[src/rtl/shifter_pkg.sv]
// Shared definitions for the pipelined barrel shifter: operation encodings.
package shifter_pkg;

  typedef enum logic [1:0] {
    SH_LSL = 2'b00,
    SH_LSR = 2'b01,
    SH_ASR = 2'b10,
    SH_ROL = 2'b11
  } shift_op_t;

  localparam logic [1:0] OP_LSL = 2'b00;
  localparam logic [1:0] OP_LSR = 2'b01;
  localparam logic [1:0] OP_ASR = 2'b10;
  localparam logic [1:0] OP_ROL = 2'b11;

endpackage

[src/rtl/shift_level.sv]
// One combinational mux level of the barrel shifter: shifts by DIST when en=1.
// Build option: SHIFTER_ROTATE_EN adds the wrap-around input for rotate-left;
// without it, rotate-left falls through to the logical-left result.
module shift_level
  import shifter_pkg::*;
#(
  parameter int WIDTH = 16,
  parameter int DIST  = 1
) (
  input  logic [WIDTH-1:0] data,
  input  logic             en,
  input  logic [1:0]       op,
  input  logic             fill,
  output logic [WIDTH-1:0] shifted
);

  shift_op_t op_e;
  assign op_e = shift_op_t'(op);

  // Select the shifted or pass-through value for this level's distance.
  always_comb begin
    shifted = data;
    if (en) begin
      case (op_e)
        SH_LSR:  shifted = {{DIST{1'b0}}, data[WIDTH-1:DIST]};
        SH_ASR:  shifted = {{DIST{fill}}, data[WIDTH-1:DIST]};
`ifdef SHIFTER_ROTATE_EN
        SH_ROL:  shifted = {data[WIDTH-DIST-1:0], data[WIDTH-1 -: DIST]};
`endif
        default: shifted = {data[WIDTH-DIST-1:0], {DIST{1'b0}}};
      endcase
    end
  end

endmodule

[src/rtl/pipelined_shifter.sv]
// Pipelined barrel shifter (LSL / LSR / ASR / optional ROL) built from CNT_W
// shift_level instances. PIPELINED=1 registers every level (latency CNT_W);
// PIPELINED=0 uses a single output register (latency 1).
// Build option: SHIFTER_ROTATE_EN enables op 11 as rotate-left.
//
// Handshake: an operand transfers on a rising edge where in_valid && in_ready;
// a result transfers where out_valid && out_ready. The whole pipeline moves
// together: advance = out_ready || !out_valid, and in_ready = advance, so
// in_ready depends only on out_ready and out_valid. Bubbles travel like data.
module pipelined_shifter
  import shifter_pkg::*;
#(
  parameter int WIDTH     = 16,
  parameter int CNT_W     = $clog2(WIDTH),
  parameter int PIPELINED = 1
) (
  input  logic             clk,
  input  logic             rst,
  input  logic             in_valid,
  output logic             in_ready,
  input  logic [WIDTH-1:0] in_data,
  input  logic [CNT_W-1:0] in_cnt,
  input  logic [1:0]       in_op,
  output logic             out_valid,
  input  logic             out_ready,
  output logic [WIDTH-1:0] out_data,
  output logic             out_zero
);

  logic             advance;
  logic             out_valid_q;
  logic [WIDTH-1:0] out_data_q;
  logic             out_zero_q;

  // Inputs and outputs of each mux level.
  logic [WIDTH-1:0] lvl_in   [CNT_W];
  logic [WIDTH-1:0] lvl_out  [CNT_W];
  logic [1:0]       lvl_op   [CNT_W];
  logic [CNT_W-1:0] lvl_cnt  [CNT_W];
  logic             lvl_sign [CNT_W];

  assign advance   = out_ready || !out_valid_q;
  assign in_ready  = advance;
  assign out_valid = out_valid_q;
  assign out_data  = out_data_q;
  assign out_zero  = out_zero_q;

  for (genvar k = 0; k < CNT_W; k++) begin : g_level
    shift_level #(
      .WIDTH (WIDTH),
      .DIST  (1 << k)
    ) u_level (
      .data    (lvl_in[k]),
      .en      (lvl_cnt[k][k]),
      .op      (lvl_op[k]),
      .fill    (lvl_sign[k]),
      .shifted (lvl_out[k])
    );
  end

  if (PIPELINED != 0) begin : g_pipe
    // Registers between level k and level k+1; the last level feeds the output register.
    logic [WIDTH-1:0] st_data  [CNT_W-1];
    logic [1:0]       st_op    [CNT_W-1];
    logic [CNT_W-1:0] st_cnt   [CNT_W-1];
    logic             st_sign  [CNT_W-1];
    logic             st_valid [CNT_W-1];

    for (genvar k = 0; k < CNT_W; k++) begin : g_feed
      if (k == 0) begin : g_first
        assign lvl_in[k]   = in_data;
        assign lvl_op[k]   = in_op;
        assign lvl_cnt[k]  = in_cnt;
        assign lvl_sign[k] = in_data[WIDTH-1];
      end else begin : g_rest
        assign lvl_in[k]   = st_data[k-1];
        assign lvl_op[k]   = st_op[k-1];
        assign lvl_cnt[k]  = st_cnt[k-1];
        assign lvl_sign[k] = st_sign[k-1];
      end
    end

    // Advance every stage together; a stall freezes all of them.
    always_ff @(posedge clk) begin
      if (rst) begin
        for (int i = 0; i < CNT_W-1; i++) begin
          st_data[i]  <= '0;
          st_op[i]    <= '0;
          st_cnt[i]   <= '0;
          st_sign[i]  <= 1'b0;
          st_valid[i] <= 1'b0;
        end
        out_valid_q <= 1'b0;
        out_data_q  <= '0;
        out_zero_q  <= 1'b0;
      end else if (advance) begin
        for (int i = 0; i < CNT_W-1; i++) begin
          st_data[i] <= lvl_out[i];
          st_op[i]   <= lvl_op[i];
          st_cnt[i]  <= lvl_cnt[i];
          st_sign[i] <= lvl_sign[i];
        end
        st_valid[0] <= in_valid;
        for (int i = 1; i < CNT_W-1; i++) begin
          st_valid[i] <= st_valid[i-1];
        end
        out_valid_q <= st_valid[CNT_W-2];
        out_data_q  <= lvl_out[CNT_W-1];
        out_zero_q  <= (lvl_out[CNT_W-1] == '0);
      end
    end
  end else begin : g_flat
    for (genvar k = 0; k < CNT_W; k++) begin : g_feed
      if (k == 0) begin : g_first
        assign lvl_in[k] = in_data;
      end else begin : g_rest
        assign lvl_in[k] = lvl_out[k-1];
      end
      assign lvl_op[k]   = in_op;
      assign lvl_cnt[k]  = in_cnt;
      assign lvl_sign[k] = in_data[WIDTH-1];
    end

    // Single output register after the full combinational mux chain.
    always_ff @(posedge clk) begin
      if (rst) begin
        out_valid_q <= 1'b0;
        out_data_q  <= '0;
        out_zero_q  <= 1'b0;
      end else if (advance) begin
        out_valid_q <= in_valid;
        out_data_q  <= lvl_out[CNT_W-1];
        out_zero_q  <= (lvl_out[CNT_W-1] == '0);
      end
    end
  end

endmodule
[config.mk]
export PLATFORM = sky130hd
export DESIGN_NAME = pipelined_shifter
export DESIGN_NICKNAME = d
export VERILOG_FILES = /design/src/rtl/shifter_pkg.sv /design/src/rtl/shift_level.sv /design/src/rtl/pipelined_shifter.sv
export SDC_FILE = /design/constraint.sdc
export NUM_CORES = 1
export LEC_CHECK = 0
export ABC_AREA = 0
export CELL_PAD_IN_SITES_DETAIL_PLACEMENT = 1
export CELL_PAD_IN_SITES_GLOBAL_PLACEMENT = 2
export CORE_MARGIN = 2
export CORE_UTILIZATION = 36
export DETAILED_ROUTE_END_ITERATION = 8
export PLACE_DENSITY = 0.91
export SLEW_MARGIN = 10
export SYNTH_ARGS = -nofsm -noshare
export SYNTH_HDL_FRONTEND = slang
export SYNTH_SLANG_ARGS = --single-unit
export TNS_END_PERCENT = 100
[constraint.sdc]
create_clock -name clk -period 3.15 [get_ports clk]
set_input_delay 0.315 -clock clk [delete_from_list [all_inputs] [get_ports clk]]
set_output_delay 0.315 -clock clk [all_outputs]
set_load 0.01 [all_outputs]
; Word level (Yosys, flattened, before mapping)
; Memory sizes are Yosys's and may differ from the RTL's. A register that Yosys moved wholly into a read port is not among the register bits.
; Cells that the tools add are included.
[op_classes]
eq_ne = 8
mux = 28
bitwise = 15
reduce_logical = 3
[ops]
columns = op, n
row1 = case mux 16 bit (2 select lines), 4
row2 = two-way mux 16 bit, 7
row3 = logical NOT 16 bit, 1
row4 = OR 1 bit, 15
row5 = two-way mux 4 bit, 3
row6 = two-way mux 1 bit, 11
row7 = "equality test 2 x 1 -> 1 bit, second input constant", 4
row8 = "equality test 2 bit, second input constant", 4
row9 = two-way mux 2 bit, 3
row10 = logical NOT 1 bit, 1
row11 = logical OR 1 bit, 1
[totals]
regBits = 17
ramBits = 72
inputBits = 26
out_inout_bits = 19
n_memories = 5
[mem_list]
columns = name, depth, width, rd, rd_ports_with_merged_regs, write_ports, line
row1 = g_pipe.st_data, 3, 16, 3, 0, 3, pipelined_shifter.sv:63  ; logic [WIDTH-1:0] st_data [CNT_W-1];
row2 = g_pipe.st_cnt, 3, 4, 3, 0, 3, pipelined_shifter.sv:65  ; logic [CNT_W-1:0] st_cnt [CNT_W-1];
row3 = g_pipe.st_op, 3, 2, 3, 0, 3, pipelined_shifter.sv:64  ; logic [1:0] st_op [CNT_W-1];
row4 = g_pipe.st_sign, 3, 1, 3, 0, 3, pipelined_shifter.sv:66  ; logic st_sign [CNT_W-1];
row5 = g_pipe.st_valid, 3, 1, 3, 1, 3, pipelined_shifter.sv:67  ; logic st_valid [CNT_W-1];

; Logic depth before layout (Yosys ltp)
; Gate-level depths: netlist (run 1).
[logic_depth]
word_depth = 6
ltp_mapped = 9
ltp_nobuf = 7

; Hierarchy
; From an unflattened synthesis (run 1), not the netlist that was laid out.
[hier_totals]
cells_unflattened = 413
hier_area_um2 = 4421.7
[modules_own_cells]
columns = mod, instances, cells_each, area_per_inst_um2
row1 = pipelined_shifter, 1, 223, 3103.0
row2 = shift_level (g_level[0].u_level), 1, 44, 349.1
row3 = shift_level (g_level[1].u_level), 1, 44, 327.8
row4 = shift_level (g_level[2].u_level), 1, 44, 324.1
row5 = shift_level (g_level[3].u_level), 1, 58, 317.8

; Worst setup path before layout (run 1)
; Ideal clock, no wire load.
[synth_path]
path_kind = flip-flop to flip-flop
from = register out_valid_q (netlist: out_valid), read port of g_pipe.st_valid
to = memory g_pipe.st_cnt[0][11] (netlist name) (enable)
setup_ns = 0.420
arrival_time_ns = 2.280
t_required_ns = 2.730
slack_ns = 0.450
stages_incl_launch_ff = 6
cell_sequence = dfxtp_1 nor2b_1 inv_1 clkbuf_1 nor2_1 inv_1
[synth_rtl]
columns = item, line
row1 = from (decl), pipelined_shifter.sv:31  ; logic out_valid_q;
row2 = to (decl), pipelined_shifter.sv:65

==> impl_metrics.ini, run 1 <==
[run_status]
status = complete, no violations

[final_layout]
nets = 471
layout_common_cells = nor2_1, edfxtp_1, clkdlybuf4s50_1, a211oi_1, a22oi_1
area_growth_pct = 21.1
stdcell_area_um2 = 5000
diodes = 0
final_common_cell = nor2_1
fill_cells = 1274
layout-drive-gt1-share_pct = 5.66

[power]
p_leak_nw = 1.80
power.density_nw_per_um2 = 554
ir_drop_mv = 0.328

[detailed_routing]
drc_errors = 0
routedWlPerCell_um = 15.9
vias_per_cell = 5.29
postRouteAntennaNets = 0
drt-pass1-iter-count = 4
vias = 3097
drtIter0Drc = 99
routed_wl_um = 9300

[clocking]
clk_latency_ps = 330
ctsResizeCount = 0
cts_tree = yes
cts_buffers = 9
cts_htree_levels = 3
clock-sinks = 84
clkSlewWorstSetupHoldPaths_ps = 60
cts-root-buf = clkbuf_16
hold_buffers = 0
post_cts_buffers = 0
ctsLongestPathBuffers = 2

[synth]
synth_cells = 406
syn_avg_cell_area_um2 = 10.2
synth_edf_count = 66
synth_nets = 440
ys_warn_count = 0
ys.flop_type = edfxtp_1
ys_ff_latch = 84
ys_seq_area_share_pct = 56.7
synthesis.area_um2 = 4130
yosysUniqueCellTypes = 29
async_reset_ff_share_pct = 0

[placed_design]
dpl_cell_area_um2 = 4690
gp_congestion = 0.820
dp_hpwl_um = 6660
numPortBuffers = 44
pre_cts_ws_ps = 764

[worst_setup_path]
start_kind = register
path_buf_inv = 0
critical_path.slowest_cell = or4_1
critPathKind = reg -> reg
critPathTopFamily = simple AND/OR/NAND/NOR gates
crit_required_ps = 3400
crit_path_cell_trace = ha_1, nand3b_1, a31oi_1, nand4b_1, or4_1, o31ai_1
critPathMaxFanout = 10
cp-end-kind = register
worstPathArrival_ps = 2660
max_stage_delay_ps = 530

[floorplanning]
coreArea_um2 = 11300
initial_utilization_pct = 36.5
die_h_um = 111
die_w_um = 111
num_rows = 39
ios = 45
fp.dieArea_um2 = 12300

[timing]
tns_ps = 0
rsz0062_at_grt = no
maxSlewViolCount = 0
period_share_pct = 76.3
worstMarginPinSlew_ps = 919
setup_viol = 0
min_period_ps = 2400
hold_viol_final = 0
timing.fmax_ghz = 0.416
fin_ws_ps = 746
relSlewSlack_pct = 38.7
fin_worst_skew_ps = 4.93

[grt]
grt_pass1_wl_um = 15300
antenna_found_initial = 0
grt_pass1_vias = 3282
grt_usage_pct = 15.5
grt_max_degree = 49
grt.overflow.total = 0

[run]
maxCapViolations = 0

[worst_hold_path]
hold_path.class = reg -> reg
-- path summary, 6_finish.rpt --
path / start / end / slack [ps] / depth (start not counted)
max: g_pipe.st_op[0][5]$_SDFFCE_PN0P_ / out_zero$_SDFFE_PP0P_ / 750 / 6
min: out_data[8]$_SDFFE_PP0P_ / out_data[8]$_SDFFE_PP0P_ / 460 / 2
max reg2reg: g_pipe.st_op[0][5]$_SDFFCE_PN0P_ / out_zero$_SDFFE_PP0P_ / 750 / 6
min reg2reg: out_data[8]$_SDFFE_PP0P_ / out_data[8]$_SDFFE_PP0P_ / 460 / 2
-- cell usage after synthesis (9+ instances only) --
| library cell | n | area (um^2) |
|---|---|---|
| and2_1 | 12 | 75.1 |
| clkbuf_1 | 28 | 105 |
| a22oi_1 | 34 | 255 |
| nand2_1 | 31 | 116 |
| a21oi_1 | 21 | 105 |
| inv_1 | 12 | 45.0 |
| a31oi_1 | 13 | 81.3 |
| a211oi_1 | 39 | 293 |
| nand3_1 | 9 | 45.0 |
| nor2_1 | 71 | 267 |
| o21ai_0 | 9 | 45.0 |
| dfxtp_1 | 18 | 360 |
| edfxtp_1 | 66 | 1980 |
-- metrics by stage --
stage | util, % | hold slack [ps] | instances | power, mW
2_1_floorplan | - | 433 | 406 | 1.55
3_3_place_gp | 41.4 | 444 | 569 | 1.67
3_5_place_dp | 41.4 | 445 | 569 | 1.69
4_1_cts | 44.2 | 454 | 585 | 2.80
5_1_grt | 44.2 | 491 | 585 | 2.88
6_report | 44.2 | 455 | 585 | 2.77
-- final cells by class --
type	count	area [um^2]	area share, %
clock buffers	13	270	5.41
well taps	143	179	3.58
inverters	12	45.0	0.901
clock inverters	3	43.8	0.876
repair buffers	52	513	10.3
multi-input cells	278	1610	32.1
flip-flops and latches	84	2340	46.8
-- metal layers --
metal  wire [um]  global-route usage, %  up-vias
li1            -                      -     1553
met1        3650                   14.9     1464
met2        5070                   30.7       65
met3         360                   4.26       15
met4         220                   6.17        0
met5           0                      0        -
-- worst min-delay path: cells and delay by family (launching register included) --
| kind | cells | cell delay (ps) |
|---|---|---|
| AOI/OAI and AO/OA | 1 | 50 |
| and+or+nand+nor | 1 | 50 |
| DFF | 1 | 310 |
-- state kept, by name, summed over array words and instances, names as in the netlist --
name             flops
g_pipe.st_valid      3
g_pipe.st_op         6
g_pipe.st_cnt        6
out_zero             1
out_data            16
g_pipe.st_sign       3
out_valid            1
g_pipe.st_data      48
-- kinds of logic (layout without fill, tap and decap cells) --
family	Yosys count	in the layout	share of synthesized area, %
AND/OR/NAND/NOR	145	145	15.6
AO/OA/AOI/OAI	124	124	20.6
flip-flops	84	84	56.7
buffers and inverters	44	80	4.36
adder cells (fa/ha/maj)	8	8	2.42
multiplexers	1	1	0.242
-- where the power goes --
part	total [mW]	switching (mW)	internal, mW
registers	1.35	0.0669	1.28
logic	0.321	0.171	0.150
clock network	1.10	0.421	0.680
total	2.77	0.658	2.11
Power figures use the tool's default switching activity.
==> run 2, diff against run 1 <==
- clock period: 3.15 -> 2.28 ns (I/O delays scaled with it)
==> impl_metrics.ini, run 2 (synthesized netlist as in run 1, its figures left out) <==
[clocking]
clkSlewWorstSetupHoldPaths_ps = 70
cts_htree_levels = 3
post_cts_buffers = 0
cts_buffers = 9
clock-sinks = 84
ctsLongestPathBuffers = 2
ctsResizeCount = 0
hold_buffers = 0
cts_tree = yes
cts-root-buf = clkbuf_16
clk_latency_ps = 330

[worst_setup_path]
critPathKind = reg -> reg
start_kind = register
worstPathArrival_ps = 2400
critPathMaxFanout = 9
cp-end-kind = register
crit_required_ps = 2530

[floorplanning]
coreArea_um2 = 11300
ios = 45
die_w_um = 111
initial_utilization_pct = 36.5
num_rows = 39
fp.dieArea_um2 = 12300
die_h_um = 111

[timing]
fin_ws_ps = 135
rsz0062_at_grt = no
worstMarginPinSlew_ps = 805
period_share_pct = 94.1
tns_ps = 0
hold_viol_final = 0
min_period_ps = 2140
timing.fmax_ghz = 0.466
relSlewSlack_pct = 46.3
fin_worst_skew_ps = 8.54
maxSlewViolCount = 0
setup_viol = 0

[power]
p_leak_nw = 1.86
ir_drop_mv = 0.358
combPwrFrac_pct = 12.6
p_int_mw = 2.84
netSwitchingFraction_pct = 24.3
seqPwrFrac_pct = 49.4
pwr-share-clk_pct = 38.0
power_switching_mw = 0.912
total_power_mw = 3.75
power.density_nw_per_um2 = 731

[final_layout]
multi_input_area_um2 = 1620
final_common_cell = nor2_1
regArea_um2 = 2340
layout-drive-gt1-share_pct = 8.35
nets = 484
area_growth_pct = 24.3
layout_common_cells = nor2_1, edfxtp_1, clkdlybuf4s50_1, a211oi_1, a22oi_1
regMostFlops = g_pipe.st_data
largest_reg_flops = 48
fill_cells = 1271
fin_cells = 598
diodes = 0

[run]
maxCapViolations = 0

[worst_hold_path]
hold_path.class = reg -> reg

[placed_design]
gp_congestion = 0.844
dpl.cell_count = 582
numPortBuffers = 44
dp_hpwl_um = 6720
pre_cts_ws_ps = 140

[grt]
grt_max_degree = 67
grt_usage_pct = 15.0
antenna_found_initial = 0
grt.overflow.total = 0
grt_pass1_vias = 3162
grt_pass1_wl_um = 15000

[detailed_routing]
vias = 3172
routedWlPerCell_um = 15.0
drtIter0Drc = 111
drt-pass1-iter-count = 4
postRouteAntennaNets = 0
vias_per_cell = 5.30
routed_wl_um = 8990
drc_errors = 0

[run_status]
status = complete, no violations
-- run 2: cell type report --
class	count	area share (%)
sequential	84	45.6
tap	143	3.49
inverter	12	0.951
timing repair buffer	65	12.6
clock buffer	9	4.39
clock inverter	7	1.29
multi-input combinational	278	31.6
-- run 2: critical path, cell delays in order, from the launching register on --
cell	delay [ps]
edfxtp_1	400
ha_1	330
o21ba_4	200
a31oi_1	260
nand4b_1	120
or4_1	520
o31ai_1	230
-- run 2: through the flow --
step	hold WS (ps)	util (%)	instance area, um^2
3_3_place_gp	443	42.7	4840
4_1_cts	458	45.3	5130
3_5_place_dp	449	42.7	4840
2_1_floorplan	426	-	4150
5_1_grt	467	45.3	5130
6_report	453	45.3	5130
-- run 2: power by group through the flow --
stage	Sequential [mW]	Combinational, mW	Clock (mW)
floorplan	1.85	0.293	0
global placement	1.88	0.461	0
detailed placement	1.89	0.476	0
CTS	1.85	0.478	1.45
global route	1.87	0.530	1.51
finish	1.85	0.473	1.42
-- run 2: per-layer routing --
layer  track usage (%)  vias up  part of all wire [%]
li1                  -     1586                     -
met1              15.7     1494                    40
met2              28.8       74                    53
met3              2.13       18                   3.5
met4              7.74        0                   2.9
met5                 0        -                     0
-- run 2: worst paths after layout --
path	slack [ps]	cells after the start	end	from
setup / recovery	140	6	out_zero$_SDFFE_PP0P_	g_pipe.st_op[0][5]$_SDFFCE_PN0P_
hold / removal	450	2	out_data[8]$_SDFFE_PP0P_	out_data[8]$_SDFFE_PP0P_
setup reg to reg	140	6	out_zero$_SDFFE_PP0P_	g_pipe.st_op[0][5]$_SDFFCE_PN0P_
hold reg to reg	450	2	out_data[8]$_SDFFE_PP0P_	out_data[8]$_SDFFE_PP0P_
==> run 3, diff against run 2 <==
- CORE_ASPECT_RATIO: not set -> 0.75
==> impl_metrics.ini, run 3 (synthesized netlist as in run 1, its figures left out) <==
[run_status]
status = complete, no violations

[floorplanning]
die_h_um = 96.7
die_w_um = 128
initial_utilization_pct = 37.3
num_rows = 33
fp.dieArea_um2 = 12400
coreArea_um2 = 11100
ios = 45

[detailed_routing]
vias_per_cell = 5.54
drtIter0Drc = 230
drt-pass1-iter-count = 4
routed_wl_um = 10100
drc_errors = 0
routedWlPerCell_um = 17.1
postRouteAntennaNets = 0
vias = 3278

[worst_setup_path]
cp-end-kind = register
critPathMaxFanout = 9
worstPathArrival_ps = 2430
critPathKind = reg -> reg
critPathTopFamily = compound AO/OA/AOI/OAI gates
path_buf_inv = 0
crit_path_cell_trace = ha_4, o21ba_4, a31oi_2, nand4b_1, or4_1, o31ai_1
max_stage_delay_ps = 530
crit_required_ps = 2540
worstSetupEndpoint = out_zero$_SDFFE_PP0P_
ff2ff_setup_slack_ps = 110
critical_path.slowest_cell = or4_1
r2r_start = g_pipe.st_op[0][5]$_SDFFCE_PN0P_
rr_worst_depth = 6
crit_start = g_pipe.st_op[0][5]$_SDFFCE_PN0P_
worst-path-stages = 6
r2r-end = out_zero$_SDFFE_PP0P_
start_kind = register

[placed_design]
gp_congestion = 0.865
numPortBuffers = 44
dp_hpwl_um = 7210
pre_cts_ws_ps = 131
dpl_cell_area_um2 = 4790

[worst_hold_path]
hold_path.class = reg -> reg

[clocking]
clock-sinks = 84
cts-root-buf = clkbuf_16
clk_latency_ps = 340
cts_tree = yes
clkSlewWorstSetupHoldPaths_ps = 60
ctsLongestPathBuffers = 2
cts_buffers = 9
cts_htree_levels = 3
ctsResizeCount = 0
post_cts_buffers = 0
hold_buffers = 0

[timing]
holdWs_ps = 453
hold_viol_final = 0
maxSlewViolCount = 0
fin_worst_skew_ps = 6.41
setup_viol = 0
fin_ws_ps = 112
tns_ps = 0
min_period_ps = 2170
timing.fmax_ghz = 0.461
relSlewSlack_pct = 43.3
period_share_pct = 95.1
worstMarginPinSlew_ps = 850
rsz0062_at_grt = no

[final_layout]
layout-drive-gt1-share_pct = 8.85
nets = 481
area_growth_pct = 23.7
final_common_cell = nor2_1
layout_common_cells = nor2_1, edfxtp_1, clkdlybuf4s50_1, a211oi_1, a22oi_1
stdcell_area_um2 = 5110
largest_reg_flops = 48
regMostFlops = g_pipe.st_data
diodes = 0

[run]
maxCapViolations = 0

[grt]
grt_pass1_wl_um = 17000
grt_usage_pct = 17.4
grt_max_degree = 65
antenna_found_initial = 0
grt.overflow.total = 0
grt_pass1_vias = 3287

[power]
ir_drop_mv = 0.434
p_leak_nw = 1.84
power.density_nw_per_um2 = 736
run 3: cell count changes in the layout (fill, tap and decap cells not counted), moves of 2 or more:
| cell | change |
|---|---|
| buf_12 | -2 |
| a31oi_1 | -3 |
| a31oi_2 | +3 |
| clkinv_2 | +2 |
run 3: power by group:
part           switching, mW  total, mW  internal [mW]
registers             0.0823       1.85           1.77
logic                  0.262      0.487          0.225
clock network          0.586       1.42          0.837
run 3: worst register-to-register path: stages (launching register included):
cell and delay, ps:
edfxtp_1 430, ha_4 300, o21ba_4 200, a31oi_2 250
nand4b_1 140, or4_1 530, o31ai_1 240
run 3: metal layers:
metal / track usage (%) / part of all wire [%]
met1: 23.6 / 47
met2: 27.4 / 47
met3: 4.65 / 4.1
met4: 5.07 / 1.5
met5: 0 / 0
run 3: stage by stage:
stage	util (%)	std cells	power, mW
floorplan	-	406	2.15
finish	46.1	592	3.76
global route	46.1	592	3.91
detailed placement	43.3	576	2.36
global placement	43.3	576	2.33
CTS	45.8	592	3.79
run 3: area by class of cell:
type,instances,area (um^2)
clock buffer,10,229
clock inverter,6,55.1
fill,1218,5960
inverter,12,48.8
multi-input combinational,278,1660
sequential,84,2340
tap,140,175
timing repair buffer,62,601
run 3: worst min path at each step:
| stage | start | endpoint | slack, ps | depth (start not counted) |
|---|---|---|---|---|
| 3_3_place_gp | out_data[13]$_SDFFE_PP0P_ | out_data[13]$_SDFFE_PP0P_ | 440 | 2 |
| 4_1_cts | out_data[12]$_SDFFE_PP0P_ | out_data[12]$_SDFFE_PP0P_ | 460 | 2 |
| 2_1_floorplan | in_cnt[1] | g_pipe.st_cnt[0][1]$_SDFFCE_PN0P_ | 430 | 1 |
| 6_report | out_data[12]$_SDFFE_PP0P_ | out_data[12]$_SDFFE_PP0P_ | 450 | 2 |
| 5_1_grt | out_data[12]$_SDFFE_PP0P_ | out_data[12]$_SDFFE_PP0P_ | 480 | 2 |
| 3_5_place_dp | out_data[12]$_SDFFE_PP0P_ | out_data[12]$_SDFFE_PP0P_ | 450 | 2 |
